### config.mk
export PLATFORM = sky130hd
export DESIGN_NAME = fetch_stage_flat
export DESIGN_NICKNAME = d
export VERILOG_FILES = /design/src/rtl/fetch_stage_pkg.sv /design/src/rtl/fetch_stage_if.sv /design/src/rtl/fetch_stage_ifid_reg.sv /design/src/rtl/fetch_stage.sv /design/src/flat_wrapper.sv
export SDC_FILE = /design/constraint.sdc
export NUM_CORES = 1
export LEC_CHECK = 0
export ABC_AREA = 0
export CORE_MARGIN = 1
export CORE_UTILIZATION = 53
export CTS_CLUSTER_DIAMETER = 80
export DETAILED_ROUTE_END_ITERATION = 8
export PLACE_DENSITY = 0.78
export SLEW_MARGIN = 10
export SYNTH_ARGS = -nofsm -noshare
export SYNTH_HDL_FRONTEND = slang
export SYNTH_SLANG_ARGS = --single-unit
### constraint.sdc
create_clock -name clk -period 2.5 [get_ports clk]
set_input_delay 0.625 -clock clk [delete_from_list [all_inputs] [get_ports clk]]
set_output_delay 0.625 -clock clk [all_outputs]
set_load 0.02 [all_outputs]
### src/rtl/fetch_stage_pkg.sv
// Shared definitions for the instruction fetch stage: NOP encoding, reset vector,
// fetch FSM encodings and the IF/ID payload layout.
package fetch_stage_pkg;

  localparam logic [31:0] NOP          = 32'h0000_0000;
  localparam logic [31:0] RESET_VECTOR = 32'h0000_0000;

  localparam logic [1:0] IDLE  = 2'd0;
  localparam logic [1:0] FETCH = 2'd1;
  localparam logic [1:0] HOLD  = 2'd2;
  localparam logic [1:0] DRAIN = 2'd3;

  typedef struct packed {
    logic [31:0] instr;
    logic [31:0] pc_plus4;
    logic        valid;
  } ifid_t;

  localparam ifid_t BUBBLE = '{instr: NOP, pc_plus4: 32'h0, valid: 1'b0};

  // Low two bits of a jump target are don't-care; force word alignment.
  function automatic logic [31:0] word_align(input logic [31:0] a);
    return a & 32'hFFFF_FFFC;
  endfunction

endpackage

### src/rtl/fetch_stage_if.sv
// Instruction-memory request/acknowledge bus between the fetch stage and imem.
interface fetch_stage_if;
  logic        req;
  logic [31:0] addr;
  logic        ack;
  logic [31:0] rdata;

  modport master (output req, addr, input ack, rdata);
  modport slave  (input req, addr, output ack, rdata);
endinterface

### src/rtl/fetch_stage_ifid_reg.sv
// 65-bit IF/ID pipeline register with bubble/load/hold control; also serves as
// the one-entry skid buffer.
module ifid_reg
  import fetch_stage_pkg::*;
(
  input  logic  clk,
  input  logic  rst_n,
  input  logic  load,
  input  logic  bubble,
  input  ifid_t d,
  output ifid_t q
);

  // NOTE: sequential state uses non-blocking assignments so every register
  // samples pre-edge values; the async reset lives in the sensitivity list.
  always_ff @(posedge clk or negedge rst_n) begin
    if (!rst_n)      q <= BUBBLE;
    else if (bubble) q <= BUBBLE;
    else if (load)   q <= d;
  end

endmodule

### src/rtl/fetch_stage.sv
// MIPS instruction fetch stage: PC ownership, imem req/ack handshake, IF/ID
// register, one-entry skid buffer for stalls and wrong-path squash on redirect.
module fetch_stage
  import fetch_stage_pkg::*;
#(
  parameter logic [31:0] RESET_PC = RESET_VECTOR
) (
  input  logic                 clk,
  input  logic                 rst_n,
  fetch_stage_if.master        imem,
  input  logic                 stall,
  input  logic                 redirect_valid,
  input  logic [31:0]          redirect_pc,
  output logic [31:0]          instr,
  output logic [31:0]          pc_plus4,
  output logic                 instr_valid
);

  logic [1:0]  state, state_nx;
  logic [31:0] pc, pc_nx;
  logic [31:0] req_addr, req_addr_nx;
  logic [31:0] seq_pc, target;
  logic        fetching, ack_hit;
  logic        ifid_load, ifid_bubble, skid_load, skid_bubble;
  ifid_t       fetched, ifid_d, ifid_q, skid_q;

  assign fetching  = (state == FETCH) || (state == DRAIN);
  assign ack_hit   = fetching && imem.ack;
  assign seq_pc    = req_addr + 32'd4;
  assign target    = word_align(redirect_pc);
  assign fetched   = '{instr: imem.rdata, pc_plus4: seq_pc, valid: 1'b1};
  assign ifid_d    = (state == HOLD) ? skid_q : fetched;

  assign imem.req  = fetching;
  assign imem.addr = req_addr;

  // NOTE: every signal written here gets a default first, so no path leaves
  // it unassigned and no latch is inferred.
  always_comb begin
    state_nx    = state;
    pc_nx       = pc;
    req_addr_nx = req_addr;
    ifid_load   = 1'b0;
    ifid_bubble = 1'b0;
    skid_load   = 1'b0;
    skid_bubble = 1'b0;
    case (state)
      IDLE: begin
        state_nx    = FETCH;
        req_addr_nx = pc;
      end
      FETCH: begin
        if (redirect_valid) begin
          ifid_bubble = 1'b1;
          skid_bubble = 1'b1;
          pc_nx       = target;
          if (ack_hit) req_addr_nx = target;
          else         state_nx    = DRAIN;  // address must stay put until ack
        end else if (ack_hit) begin
          pc_nx = seq_pc;
          if (stall) begin
            skid_load = 1'b1;
            state_nx  = HOLD;
          end else begin
            ifid_load   = 1'b1;
            req_addr_nx = seq_pc;
          end
        end else if (!stall) begin
          ifid_bubble = 1'b1;
        end
      end
      HOLD: begin
        if (redirect_valid) begin
          ifid_bubble = 1'b1;
          skid_bubble = 1'b1;
          pc_nx       = target;
          req_addr_nx = target;
          state_nx    = FETCH;
        end else if (!stall) begin
          ifid_load   = 1'b1;
          skid_bubble = 1'b1;
          req_addr_nx = pc;
          state_nx    = FETCH;
        end
      end
      DRAIN: begin
        ifid_bubble = 1'b1;
        if (redirect_valid) pc_nx = target;
        if (ack_hit) begin
          req_addr_nx = redirect_valid ? target : pc;
          state_nx    = FETCH;
        end
      end
      default: state_nx = IDLE;
    endcase
  end

  always_ff @(posedge clk or negedge rst_n) begin
    if (!rst_n) begin
      state    <= IDLE;
      pc       <= RESET_PC;
      req_addr <= RESET_PC;
    end else begin
      state    <= state_nx;
      pc       <= pc_nx;
      req_addr <= req_addr_nx;
    end
  end

  ifid_reg u_ifid (
    .clk    (clk),
    .rst_n  (rst_n),
    .load   (ifid_load),
    .bubble (ifid_bubble),
    .d      (ifid_d),
    .q      (ifid_q)
  );

  ifid_reg u_skid (
    .clk    (clk),
    .rst_n  (rst_n),
    .load   (skid_load),
    .bubble (skid_bubble),
    .d      (fetched),
    .q      (skid_q)
  );

  assign instr       = ifid_q.instr;
  assign pc_plus4    = ifid_q.pc_plus4;
  assign instr_valid = ifid_q.valid;

endmodule

### src/flat_wrapper.sv
// flat-port wrapper written by rule: the top's interface ports become plain ports
module fetch_stage_flat import fetch_stage_pkg::*;
#(
  parameter logic [31:0] RESET_PC = RESET_VECTOR
)
  (clk, rst_n, stall, redirect_valid, redirect_pc, instr, pc_plus4, instr_valid, imem_req, imem_addr, imem_ack, imem_rdata);
  fetch_stage_if imem_i ();
  input  logic clk;
  input  logic rst_n;
  input  logic stall;
  input  logic redirect_valid;
  input  logic [31:0] redirect_pc;
  output logic [31:0] instr;
  output logic [31:0] pc_plus4;
  output logic instr_valid;
  output wire logic [$bits(imem_i.req)-1:0] imem_req;
  output wire logic [$bits(imem_i.addr)-1:0] imem_addr;
  input wire logic [$bits(imem_i.ack)-1:0] imem_ack;
  input wire logic [$bits(imem_i.rdata)-1:0] imem_rdata;
  assign imem_req = imem_i.req;
  assign imem_addr = imem_i.addr;
  assign imem_i.ack = imem_ack;
  assign imem_i.rdata = imem_rdata;
  fetch_stage #(.RESET_PC(RESET_PC)) u_core (.clk(clk), .rst_n(rst_n), .imem(imem_i), .stall(stall), .redirect_valid(redirect_valid), .redirect_pc(redirect_pc), .instr(instr), .pc_plus4(pc_plus4), .instr_valid(instr_valid));
endmodule
======== Word level (Yosys, flattened, before mapping) ========
Cells that the tools add are included.
operators by class
  $add $sub $neg .......................... 1
  equality and inequality tests ........... 10
  mux-type cells .......................... 40
  reductions and logical operators ........ 10
operator list
  kind                     count
  $mux W65                 5
  $mux W32                 10
  $pmux W32 S4             1
  $pmux W32 S2             1
  $add A32 B3 Y32 const B  1
  $mux W2                  7
  $mux W1                  12
  $ne A3 B3 Y1 const B     4
  $pmux W2 S4              1
  $reduce_bool A2 Y1       3
  $reduce_and A5 Y1        1
  $eq A2 B2 Y1 const B     2
  $ne A2 B1 Y1 const B     2
  $pmux W1 S2              2
  $reduce_and A4 Y1        1
  $ne A3 B2 Y1 const B     1
  $pmux W1 S3              1
  $eq A2 B1 Y1 const B     1
  $logic_not A2 Y1         1
  $reduce_and A2 Y1        1
  $reduce_or A2 Y1         1
  $logic_and A1 B1 Y1      1
  $logic_or A1 B1 Y1       1
storage, ports and cells
  flip-flop bits (word level) ............. 196
  bits of input ports ..................... 69
  output and inout bits ................... 98
  word-level logic and storage cells ...... 70

======== Longest topological paths before layout ========
Gate-level depths: netlist of the first run.
  depth after elaboration ................. 8
  depth in mapped cells ................... 10
  gate-level depth less buffers ........... 8

======== Modules after synthesis ========
From an unflattened synthesis of the first run, not the netlist that was laid out.
second synthesis, totals
  cell total of the unflattened synthesis .. 1032
  area total of the unflattened synthesis .. 10644.0 µm²
by module, submodules not included
  module       instances  cells each  area each (µm²)  sequential area each (µm²)
  ifid_reg     2          209         2667.6           1626.6
  fetch_stage  1          614         5308.8           1651.6

======== Least setup slack after synthesis of the first run ========
Ideal clock, no wire load.
  kind .................................... reg2out
  start point ............................. reg u_core.state[1]
  end point ............................... out imem_req
  data arrival time ....................... 1.520 ns
  required time ........................... 1.875 ns
  setup slack ............................. 0.355 ns
  cell stages (with the launch flop) ...... 7
  buffers on the path ..................... 3
  cells stage by stage .................... dfrtp_1 -> inv_1 -> ha_1 -> clkbuf_1 -> clkbuf_1 -> clkbuf_1 -> or2_2
between the ends
  word-level cells in the longest chain between the ends .. 2
  elaborated cells on any way between the ends .. 3
  classes of those cells .................. eq/ne (2); reduce/logical (1)
RTL lines
  element                                       line                source
  start: declaration                            fetch_stage.sv:19   logic [1:0] state, state_nx;
  start signal: assignment                      fetch_stage.sv:104  state <= state_nx;
  $eq A2 B1 Y1 or $eq A2 B2 Y1 (tied branches)  fetch_stage.sv:27   assign fetching = (state == FETCH) || (state == DRAIN);
  $logic_or A1 B1 Y1 (*)                        fetch_stage.sv:27
  end: declaration                              flat_wrapper.sv:16  output wire logic [$bits(imem_i.req)-1:0] imem_req;
Mark *: on every way between the ends. The rest lies on a longest branch, timed or not.

======== Worst setup path after layout of the first run ========
  start point ............................. reg u_core.state[0]
  end point ............................... out imem_req
The elaborated chain is that of the path after synthesis.

==> results of run 1 <==
-- worst reg2reg max path, cell delays in order (launching register included) --
cell	delay [ns]
sky130_fd_sc_hd__dfrtp_2	0.44
sky130_fd_sc_hd__inv_1	0.12
sky130_fd_sc_hd__ha_1	0.17
sky130_fd_sc_hd__buf_4	0.32
sky130_fd_sc_hd__a21oi_1	0.18
sky130_fd_sc_hd__or4b_4	0.59
sky130_fd_sc_hd__nor2_8	0.12
sky130_fd_sc_hd__buf_4	0.15
sky130_fd_sc_hd__nand2b_1	0.06
sky130_fd_sc_hd__a31oi_1	0.17
-- through the flow --
step | hold slack (ns) | setup slack [ns] | instance area [µm²] | TNS, ns
5_1_grt | 0.229 | 0.0136 | 13300 | 0
3_5_place_dp | 0.474 | -0.0841 | 12700 | -0.906
4_1_cts | 0.212 | 0.0745 | 13200 | 0
3_3_place_gp | 0.468 | -0.0590 | 12700 | -0.382
6_report | 0.198 | 0.0849 | 13300 | 0
2_1_floorplan | 0.329 | 0.355 | 10200 | 0
-- path summary, 6_finish.rpt --
kind	from	to	cells after the start
hold / removal	rst_n	u_core.u_skid.q[20]	1
setup reg to reg	u_core.state[1]	u_core.u_ifid.q[25]	9
hold reg to reg	u_core.u_skid.q[26]	u_core.u_skid.q[26]	1
setup / recovery	u_core.state[0]	imem_req	3
max in group asynchronous	rst_n	u_core.u_skid.q[4]	2
min in group clk	u_core.u_skid.q[26]	u_core.u_skid.q[26]	1
-- state kept, by name (all words and copies together) (netlist names) --
name / cells
u_core.state: 2
u_core.pc: 32
u_core.imem.addr: 32
u_core.u_ifid.q: 65
u_core.u_skid.q: 65
-- cell usage after synthesis (all sizes together), types with 3 or more instances --
library cell / number
a222oi: 4
o21ai: 95
o21bai: 5
nand3: 90
xnor2: 17
nand4: 14
a21oi: 47
mux2i: 41
dfrtp: 196
a32o: 9
a211oi: 40
nand2b: 13
o21a: 3
o2bb2ai: 3
o221ai: 9
o31ai: 4
clkbuf: 50
o211ai: 11
and3: 8
nor2: 74
or2: 3
o22ai: 17
a221oi: 3
or3: 4
a221o: 5
buf: 40
inv: 16
xor2: 13
nor4: 8
and4: 5
nand2: 177
nor3: 9
a31oi: 16
a21o: 8
ha: 5
a22oi: 33
-- cells by family after synthesis --
logic type	after synthesis	share of synthesized area, %
fa+ha+maj	5	0.612
compound gates	325	20.8
mux	43	4.23
flops	196	48.0
simple gates	411	19.4
buf+inv	106	4.21
xor+xnor	30	2.79
-- layer usage --
metal  share of wire [%]  routed length [µm]
met1                  42               13000
met2                  45               13900
met3                  10                3180
met4                 2.3                 701
met5                   0                   0
-- power by group through the flow --
| stage | sequential, µW | clock, µW | combinational [µW] |
|---|---|---|---|
| final | 5290 | 2730 | 7780 |
| after global routing | 5410 | 2870 | 8380 |
| after CTS | 5240 | 2750 | 7660 |
| after global placement | 5230 | 0 | 7470 |
| after detailed placement | 5280 | 0 | 7640 |
| after floorplan | 5580 | 0 | 3990 |
-- final cells by class --
type                    instances  area [µm²]
clock buffers                  17         425
flip-flops and latches        196        4910
fillers                      1407        5580
well taps                     260         325
repair buffers                247        2450
inverters                      16        60.1
clock inverters                15         163
multi-input cells             814        4920
-- timing repair --
item	in CTS	in global routing
hold buffers	0	0
setup endpoints to repair	1	12
gates resized for setup	1	2
==> results summary, run 1 <==
The via count is ~9800. The part of the cycle the worst path needs is 96.6%. The share of layout cells above drive strength 1 is 11.3%. The number of top-level design ports is 167. The kind of critical path is reg -> out. The final net count is ~1400. The largest net degree at the start of global routing is just over 80. The buffer and inverter count on the worst path came out at 1. The top cell types in the final layout, fill and taps aside, are sky130_fd_sc_hd__dfrtp_1, sky130_fd_sc_hd__nand2_1, sky130_fd_sc_hd__clkdlybuf4s50_1, sky130_fd_sc_hd__nand3_1, sky130_fd_sc_hd__o21ai_0. The first-pass GRT wire length came out at 49.2 mm.

Yosys attributes the largest share of cell area to sky130_fd_sc_hd__dfrtp_1, sky130_fd_sc_hd__nand2_1, sky130_fd_sc_hd__nand3_1. The total congestion overflow came out at 0. The count of buffers added on input and output ports is 164. The share of the synthesized area in the top cell type came out at between 40% and 50%.

The placeable core area is 18800 µm². The final hold violation count was 0. The power density of the placed cells came out at roughly 1200 nW/µm².

The residual DRC count is 0. The largest vdd supply drop came out at 0.000729 V. The DRC violation total after the first TritonRoute iteration came out at 1208. The layer with the highest usage after global routing is met2. The floorplan step set the die height to 141 µm. Global routing consumed, on the met1 layer, 45.2% of the routing resources. The relative area change from synthesis to final layout came out at 29.6%. The count of H-tree levels built during CTS is 4. The distinct cell type count after synthesis is 66. The clock network accounts for between 15 and 20% of the total power. The worst-margin pin slew came out at between 0.6 and 0.7 ns. The number of placed cells counting well taps came out at around 1500.

Along the worst path, the maximum fanout reaches 6. The fraction of power spent switching nets came out at between 40% and 50%. The switching power is roughly 7000 µW. The number of clock buffers added by TritonCTS is 17. The final worst clock skew is between 0.01 and 0.015 ns.

Walking the worst path, the cells encountered are ha_1 -> or2_2 -> dlygate4sd2_1. The most common library cell in the layout ignoring fill and taps is sky130_fd_sc_hd__dfrtp_1. The number of antenna diodes came out at 0. The time the final worst path needs with I/O delays and setup is about 2.4 ns.

The clock tree from TritonCTS is done. The mean instance size in the synthesized netlist is 9.16 µm². The number of nets in the synthesized netlist is 1190. Clock latency on the worst-skew pair, taken at its later pin, is 0.44 ns.

Setup repair after global routing left no endpoint under its margin. The number of setup buffers added after CTS came out at 0. Among cell families on the critical path, the largest total delay comes from flip-flops. The placer's final routability congestion estimate came out at just over 0.9. Headroom to the max-slew limit came out at between 50% and 60%. The via count of the first global-routing pass came out at 9259. After synthesis, flip-flops and latches occupy 48.0% of the total area. The fraction of registers with async set or reset after synthesis is 100%. The overall track demand over capacity in global routing is a little under a third. The critical path startpoint category is a flip-flop.

The Yosys step of the flow raised 0 warnings. The width of the die is about 140 µm. Timing would allow up to 0.414 GHz. The worst setup path is captured at a primary output. Counting flops with a built-in enable in the synthesized netlist gives 0.

The routed length per placed instance is 19.7 µm. Global routing used 6.18% of the available met3 tracks. The number of optimization iterations in the first detailed-route pass came out at 5. Wires add up to 30.8 mm. The longest clock path from root to sink contains 2 buffers. The root cell of the clock tree is sky130_fd_sc_hd__clkbuf_16. At the worst endpoint, the required time is 1.88 ns. The largest individual stage delay along the critical path comes from the cell sky130_fd_sc_hd__dfrtp_1. The final antenna-violating net count came out at 0.

The number of synthesized register bits is a little under 200. The number of standard cells in the final layout excluding fillers came out at between 1500 and 2000. Internal power comes to ~8800 µW.

Summed over all nets, the half-perimeter wirelength after detailed placement is between 20 and 25 mm. The part of the power in combinational logic came out at 49.3%. The post-synthesis instance area came out at 10200 µm². The leakage power figure came out at ~0.0056 µW.

The met2 track demand over resource in global routing is just under 50%. The number of rows created at floorplan is 50. The flow ran to the end, and the final reports show no timing, DRC or antenna violations. The share of the core filled with cells in the final layout came out at a little over two thirds. The total power draw came out at ~16000 µW. The clock-pin slew of the registers on the worst-case setup and hold paths came out at 0.08 ns.

The initial cell density of the core is a little over half. The max-capacitance violation count is 0. The number of antenna violations at the first check in global routing is 0.

The endpoint arrival time on the critical path is about 1.8 ns. The min-delay analysis places its worst path in the category in -> async. The internal reg-to-reg setup slack came out at 0.12 ns. The most used flip-flop cell after synthesis is sky130_fd_sc_hd__dfrtp_1.

The sequential group share of total power is about 34%. Setup violations remaining at the end of the flow were counted as 0. The largest single stage delay on the critical path is 0.43 ns. The number of instances in the synthesized netlist came out at 1116. The number of slew-limit violations in the final report came out at 0.

In the routed layout, each cell is associated on average with a via count of ~6.3. CTS saw 196 sinks. The biggest area contributor in the post-synthesis netlist is sky130_fd_sc_hd__dfrtp_1. The overall die area is about 20000 µm².
(Power assumes the default switching activity.)
==> run 2: changes to the inputs <==
- clock period: 2.5 -> 2.4 ns (I/O delays scaled with it)
==> run 2 against run 1 <==
  * Flip-flop and latch count stayed put
  * Clock power is 1% higher
  * Worst hold slack worse by 0.095 ns
  * Register-to-register slack worse by 0.03 ns
  * Power is 5.8% higher
  * First-iteration DRC count is 20% lower
  * Design area is 1.4% higher
  * Highest routed layer is now met5
==> results summary, run 2 (synthesis results as in run 1) <==
The number of optimization iterations in the first detailed-route pass came to 6 (+1). The placer's final routability congestion estimate came out at 0.968 (+4.6%). The final standard cell area without fillers came out at 13400 µm² (+1.4%). The via count normalized by instance count came out at 6.14 (-1.8%).

The final net count is 1393 (+2.0%). The startpoint identified for the worst register-to-register timing path is u_core.imem.addr[2]. The path depth of the worst reg2reg path came out at 7 (-2). The total power draw is 16700 µW (+5.8%). The top cell types in the final layout, fill and taps aside, are sky130_fd_sc_hd__dfrtp_1, sky130_fd_sc_hd__nand2_1, sky130_fd_sc_hd__clkdlybuf4s50_1, sky130_fd_sc_hd__buf_4. The aggregate routed wire length came out at 31.1 mm (+0.99%).

The final hold violation count is 0 (unchanged). The endpoint required time on the critical path is 2.70 ns (+0.82 ns). The worst slew margin relative to its limit came out at 53.9% (-0.40 points). Setup repair after global routing could not meet its margin everywhere. The power density of the placed cells is 1240 nW/µm² (+4.4%). The number of clock sinks came out at 196 (unchanged). The worst-skew pair later-pin latency is 0.44 ns (about the same). STA classifies the critical path endpoint as a flip-flop. The number of slew-limit violations in the final report was 0 (unchanged). The worst reg2reg path endpoint is u_core.u_skid.q[19]. The endpoint arrival time on the critical path is 2.62 ns (+0.83 ns). The placeable core area is 18800 µm² (unchanged). The number of rows created at floorplan came out at 50 (unchanged).

The routed length per placed instance came out at 19.5 µm (-0.66%). The part of the cycle the worst path needs is between 90% and 100%. The internal reg-to-reg setup slack is 0.09 ns (-0.03 ns). The overall track demand over capacity in global routing came out at 32.6% (+0.83 points). The share of layout cells above drive strength 1 is 12.9% (+1.7 points). The part of the power in combinational logic came to 51.1% (+1.8 points). The critical path starts at u_core.imem.addr[2]. The fraction of power spent switching nets is 43.5% (-0.60 points). TritonCTS built the clock tree. The number of antenna violations at the first check in global routing is 0 (unchanged).

The fill cell total of the finished layout came out at 1407 (unchanged). The min-delay analysis places its worst path in the category in -> async. The number of buffers on the longest clock path came out at 2 (unchanged). The flow ran to the end, and the final reports show no timing, DRC or antenna violations. The share of the core filled with cells in the final layout came out at 71.3% (+0.98 points). The max-capacitance violation count came out at 0 (unchanged).

The floorplan die height came out at 141 µm (unchanged). The sequential group share of total power is 32.4% (-1.1 points). The via count is 9773 (-0.19%).

The total congestion overflow is 0 (unchanged). The overall die area came out at 19900 µm² (unchanged). The cell area after placement is 12900 µm² (+1.6%). The DRC violation total after the first TritonRoute iteration is 969 (-20%). The initial cell density of the core is 54.3% (unchanged). The hold buffer count at CTS is 0 (unchanged). The largest registers in the layout are u_core.u_ifid.q: 65 flops, u_core.u_skid.q: 65 flops. The maximum clock frequency is 0.432 GHz. The number of standard cells in the final layout excluding fillers was 1591 (+1.7%). The root cell of the clock tree is sky130_fd_sc_hd__clkbuf_16.

The largest net degree at the start of global routing is 82 (unchanged). The number of antenna diodes is 0 (unchanged). The length of routed met3 wiring came out at 2.97 mm (-6.5%). The width of the die came out at 141 µm (unchanged). The worst setup path is launched from a flip-flop. The leakage power figure came out at 0.00571 µW (+2.3%). The internal power is 9440 µW (+7.0%). The peak fanout along the critical path came out at 4 (-2). The placed wire-length estimate came out at 21.6 mm (+4.3%). The via count of the first global-routing pass came out at 9379 (+1.3%). The final worst clock skew was 0.00782 ns (-0.00290 ns). The count of H-tree levels built during CTS came to 4 (unchanged). The worst stage delay on the critical path came out at 0.49 ns (+0.06 ns).

The first-pass GRT wire length is 50.0 mm (+1.7%). The final antenna-violating net count came to 0 (unchanged). The total of buffers placed on input and output ports came out at 164 (unchanged). The number of CTS-inserted buffers came out at 17 (unchanged). The number of top-level design ports was 167 (unchanged). The critical path is of the reg -> reg type.

Leaving out fill and tap cells, the most frequent cell in the layout is sky130_fd_sc_hd__dfrtp_1. The number of placed cells counting well taps came out at 1558 (+1.6%). The count of final setup violators came out at 0 (unchanged). After layout, the minimum clock period comes to 2.31 ns. The switching power came to 7280 µW (+4.4%). The area growth from synthesis to layout is 31.4%.

The residual DRC count came out at 0 (unchanged). The sum of routed wire segments on met1 came to 13.1 mm (+0.64%). The clock-pin slew of the registers on the worst-case setup and hold paths came to 0.07 ns (about the same). The largest vdd supply drop is 0.00100 V (+37%). The worst-margin pin slew came out at 0.691 ns (+0.00596 ns). Walking the worst path, the cells encountered are ha_1 -> nand4_1 -> nor4_2 -> nand3_1 -> xor2_1 -> buf_4 -> o21ai_0. The routed wire length on met2 is 14.2 mm (+2.1%). Among all stages on the critical path, the largest delay is contributed by sky130_fd_sc_hd__nor4_2.

The worst hold slack came to 0.103 ns (-0.0947 ns). The part of the power in the clock network is 16.6% (-0.7 points). In this run the top signal layer used is met5.
-- run 2: cell types whose count changed in the layout (fill, tap and decap cells not counted), sizes merged --
cell         change
dlygate4sd2      -1
clkbuf           +1
buf             +27
clkinv           -1
-- run 2: routing by layer --
| metal | up-vias | GRT usage (%) |
|---|---|---|
| met5 | - | 0 |
| met1 | 4727 | 44.8 |
| met2 | 509 | 49.4 |
| met3 | 79 | 8.66 |
| met4 | 2 | 12.5 |
| li1 | 4456 | - |
-- run 2: through the flow --
stage | worst slack, ns | TNS [ns]
6_report | 0.0863 | 0
5_1_grt | -0.0346 | -0.0860
4_1_cts | 0.0250 | 0
3_5_place_dp | -0.129 | -3.41
3_3_place_gp | -0.0746 | -1.18
2_1_floorplan | 0.280 | 0
-- run 2: critical path: cells and delay by family (launching register included) --
kind            cells  cell delay (ns)
buf+inv             1             0.19
flops               1             0.36
simple gates        3             0.94
fa+ha+maj           1             0.24
compound gates      1             0.10
xor+xnor            1             0.35
-- run 2: area by class of cell --
type                       count  area, µm²  share of cell area (%)
clock buffer                  17        425                    3.17
sequential                   196       4900                    36.5
tap                          260        325                    2.42
timing repair buffer         274       2660                    19.8
multi-input combinational    814       4920                    36.6
clock inverter                14        140                    1.04
inverter                      16       60.1                   0.447
-- run 2: repair_timing --
item                                    in CTS  in global routing
resized for setup                            1                  2
setup buffers                                1                  1
pin swaps                                    0                  1
endpoints found under the setup margin       1                  5
-- run 2: how the worst max path moves through the flow --
stage,end,slack (ns),cells past startpoint
after global routing,u_core.u_ifid.q[19],-0.03,7
after floorplan,imem_req,0.28,6
after CTS,imem_req,0.03,3
after detailed placement,u_core.imem.addr[31],-0.13,8
after global placement,u_core.imem.addr[8],-0.07,9
final,u_core.u_skid.q[19],0.09,7
-- run 2: power groups by stage --
stage	combinational, µW	clock (µW)	sequential (µW)
floorplan	4160	0	5810
global placement	8190	0	5380
detailed placement	8370	0	5410
CTS	8420	2800	5360
global route	9200	2930	5530
finish	8540	2770	5410
==> run 3: changes to the inputs <==
- CORE_ASPECT_RATIO: unset -> 2
- GPL_TIMING_DRIVEN: unset -> 0
==> run 3 against run 2 <==
  * Critical path depth up 2
  * Critical endpoint is now u_core.imem.addr[19]
  * Register-to-register slack worse by 0.08 ns
  * Sequential share of layout area up 0.70 points
  * Final cell count is 1.0% lower
  * Largest power group unchanged
==> results summary, run 3 (synthesis results as in run 1) <==
The share of layout cells above drive strength 1 is 11.4% (-1.5 points). The final hold violation count came to 0 (unchanged). The total of buffers placed on input and output ports is 162 (-1.2%). The first-pass GRT wire length is 57.5 mm (+15%).

The aggregate routed wire length is 38.3 mm (+23%). The max-capacitance violation count came out at 0 (unchanged). TritonCTS built the clock tree. The largest net degree at the start of global routing came out at 111 (+35%). The cell area after placement came to 12200 µm² (-5.1%). The number of top-level design ports came out at 167 (unchanged).

The worst slew margin relative to its limit is 46.9% (-7.1 points). In the layout the commonest cells are sky130_fd_sc_hd__dfrtp_1, sky130_fd_sc_hd__nand2_1, sky130_fd_sc_hd__clkdlybuf4s50_1, sky130_fd_sc_hd__nand3_1, sky130_fd_sc_hd__o21ai_0. The peak fanout along the critical path is 10 (+6). The worst setup path is of the reg -> reg kind. The number of optimization iterations in the first detailed-route pass is 6 (unchanged).

The via count normalized by instance count is 6.37 (+3.7%). Setup repair after global routing could not meet its margin everywhere. The overall die area came out at 19900 µm² (+0.17%).

The largest vdd supply drop came to 0.000793 V (-21%). The register area came out at 4910 µm² (about the same). The width of the die is 100 µm (-29%). The DRC violation total after the first TritonRoute iteration came to 810 (-16%).

The via count of the first global-routing pass was 10100 (+7.7%). The placer's final routability congestion estimate is 1.01 (+4.3%). The number of standard cells in the final layout excluding fillers is 1575 (-1.0%). The endpoint required time on the critical path came out at 2.77 ns (+0.07 ns). The count of H-tree levels built during CTS was 4 (unchanged). The residual DRC count came to 0 (unchanged). The number of slew-limit violations in the final report came out at 0 (unchanged). The number of rows created at floorplan came out at 71 (+42%). The clock-pin slew of the registers on the worst-case setup and hold paths is 0.07 ns (about the same). The worst-margin pin slew came out at 0.797 ns (+0.106 ns). The endpoint arrival time on the critical path came out at 2.76 ns (+0.14 ns). The leakage power figure is 0.00552 µW (-3.3%).

The placeable core area is 18800 µm² (about the same). The final worst clock skew came out at 0.0118 ns (+0.00403 ns). The category of the worst setup path capture point is a flip-flop. The final standard cell area without fillers is 13200 µm² (-1.8%). The maximum clock frequency is 0.418 GHz (-3.4%). The worst hold path belongs to the class in -> async. The initial cell density of the core came out at 54.3% (about the same). The routed length per placed instance came out at 24.3 µm (+25%). The final net count is 1382 (-0.79%). The hold buffer count at CTS is 0 (unchanged). The critical path startpoint category is a flip-flop. The total power draw is 17300 µW (+3.2%). The number of clock sinks came to 196 (unchanged). The placed wire-length estimate came out at 28.9 mm (+34%). The share of the core filled with cells in the final layout came out at 70.1% (-1.3 points). The part of the cycle the worst path needs came out at 99.8% (+3.4 points). The number of antenna violations at the first check in global routing was 0 (unchanged). The worst hold slack came out at 0.152 ns (+0.0486 ns). The area of combinational cells with multiple inputs is 5060 µm² (+2.9%). The final antenna-violating net count came out at 0 (unchanged). The number of CTS-inserted buffers was 17 (unchanged). The floorplan die height is 198 µm (+41%). The cell sitting at the root of the clock tree is a sky130_fd_sc_hd__clkbuf_16. The library cell used most frequently in the layout, excluding fill and tap cells, is sky130_fd_sc_hd__dfrtp_1. The via count came out at 10000 (+2.6%). The total congestion overflow is 0 (unchanged). The count of final setup violators came to 0 (unchanged). The number of buffers on the longest clock path is 2 (unchanged). The number of placed cells counting well taps came out at 1534 (-1.5%). The flow ran to the end, and the final reports show no timing, DRC or antenna violations.

The largest registers in the layout are u_core.u_ifid.q: 65 flops, u_core.u_skid.q: 65 flops. The power density of the placed cells is 1310 nW/µm² (+5.1%). The relative area change from synthesis to final layout came out at 29.0%. The number of antenna diodes came out at 0 (unchanged). The time the final worst path needs with I/O delays and setup came out at 2.39 ns (+0.0812 ns). The fill cell total of the finished layout came out at 1532 (+8.9%). The overall track demand over capacity in global routing came out at 39.7% (+7.1 points). The worst-skew pair later-pin latency is 0.46 ns (+0.02 ns).
[run 3: layer usage]
metal / up-vias / share of wire [%] / wire, µm / global-route usage [%]
met3: 184 / 6.4 / 2460 / 7.27
met1: 4866 / 32 / 12400 / 39.5
met2: 557 / 52 / 19900 / 68.9
li1: 4424 / - / - / -
met5: - / 0 / 0 / 0
met4: 0 / 9.4 / 3620 / 35.6
[run 3: metrics by stage]
step / setup WS [ns] / setup TNS [ns]
6_report: 0.00512 / 0
5_1_grt: -0.0428 / -0.375
4_1_cts: -0.139 / -0.139
3_5_place_dp: -0.993 / -116.58
3_3_place_gp: -7.51 / -1577.90
2_1_floorplan: 0.280 / 0
[run 3: final timing paths]
path,from,end,slack [ns],depth (start not counted)
setup reg to reg,u_core.state[0],u_core.imem.addr[19],0.005,9
hold / removal,rst_n,u_core.u_ifid.q[60],0.15,1
hold reg to reg,u_core.u_skid.q[20],u_core.u_skid.q[20],0.50,2
max in group asynchronous,rst_n,u_core.state[0],1.20,2
setup / recovery,u_core.state[0],u_core.imem.addr[19],0.005,9
min in group clk,u_core.u_skid.q[20],u_core.u_skid.q[20],0.50,2
[run 3: layout make-up]
class                      count  share of cell area, %
buffer                        86                   3.40
clock buffer                  24                   3.73
clock inverter                 7                   1.08
inverter                      16                  0.455
multi-input combinational    814                   38.4
sequential                   196                   37.2
tap                          255                   2.42
timing repair buffer         177                   13.3
[run 3: where the power goes]
| group | internal [µW] | total (µW) | leakage, µW | switching, µW |
|---|---|---|---|---|
| sequential | 4480 | 5610 | 0.00258 | 1130 |
| combinational | 3190 | 8510 | 0.00262 | 5330 |
| clock | 1860 | 3140 | 0.000311 | 1280 |
[run 3: critical path: stages (launching register included)]
cell and delay (ns):
sky130_fd_sc_hd__dfrtp_2 0.45, sky130_fd_sc_hd__inv_1 0.14, sky130_fd_sc_hd__ha_1 0.19, sky130_fd_sc_hd__buf_4 0.22, sky130_fd_sc_hd__nor2_4 0.07, sky130_fd_sc_hd__o21ai_2 0.40, sky130_fd_sc_hd__buf_2 0.41, sky130_fd_sc_hd__a32oi_1 0.10
sky130_fd_sc_hd__o31a_1 0.13, sky130_fd_sc_hd__o21ai_0 0.19
[run 3: what timing repair did]
action | 4_1_cts | 5_1_grt
gates resized for setup | 62 | 48
pin swaps | 1 | 4
buffers inserted | 6 | 8
endpoints found under the setup margin | 194 | 153
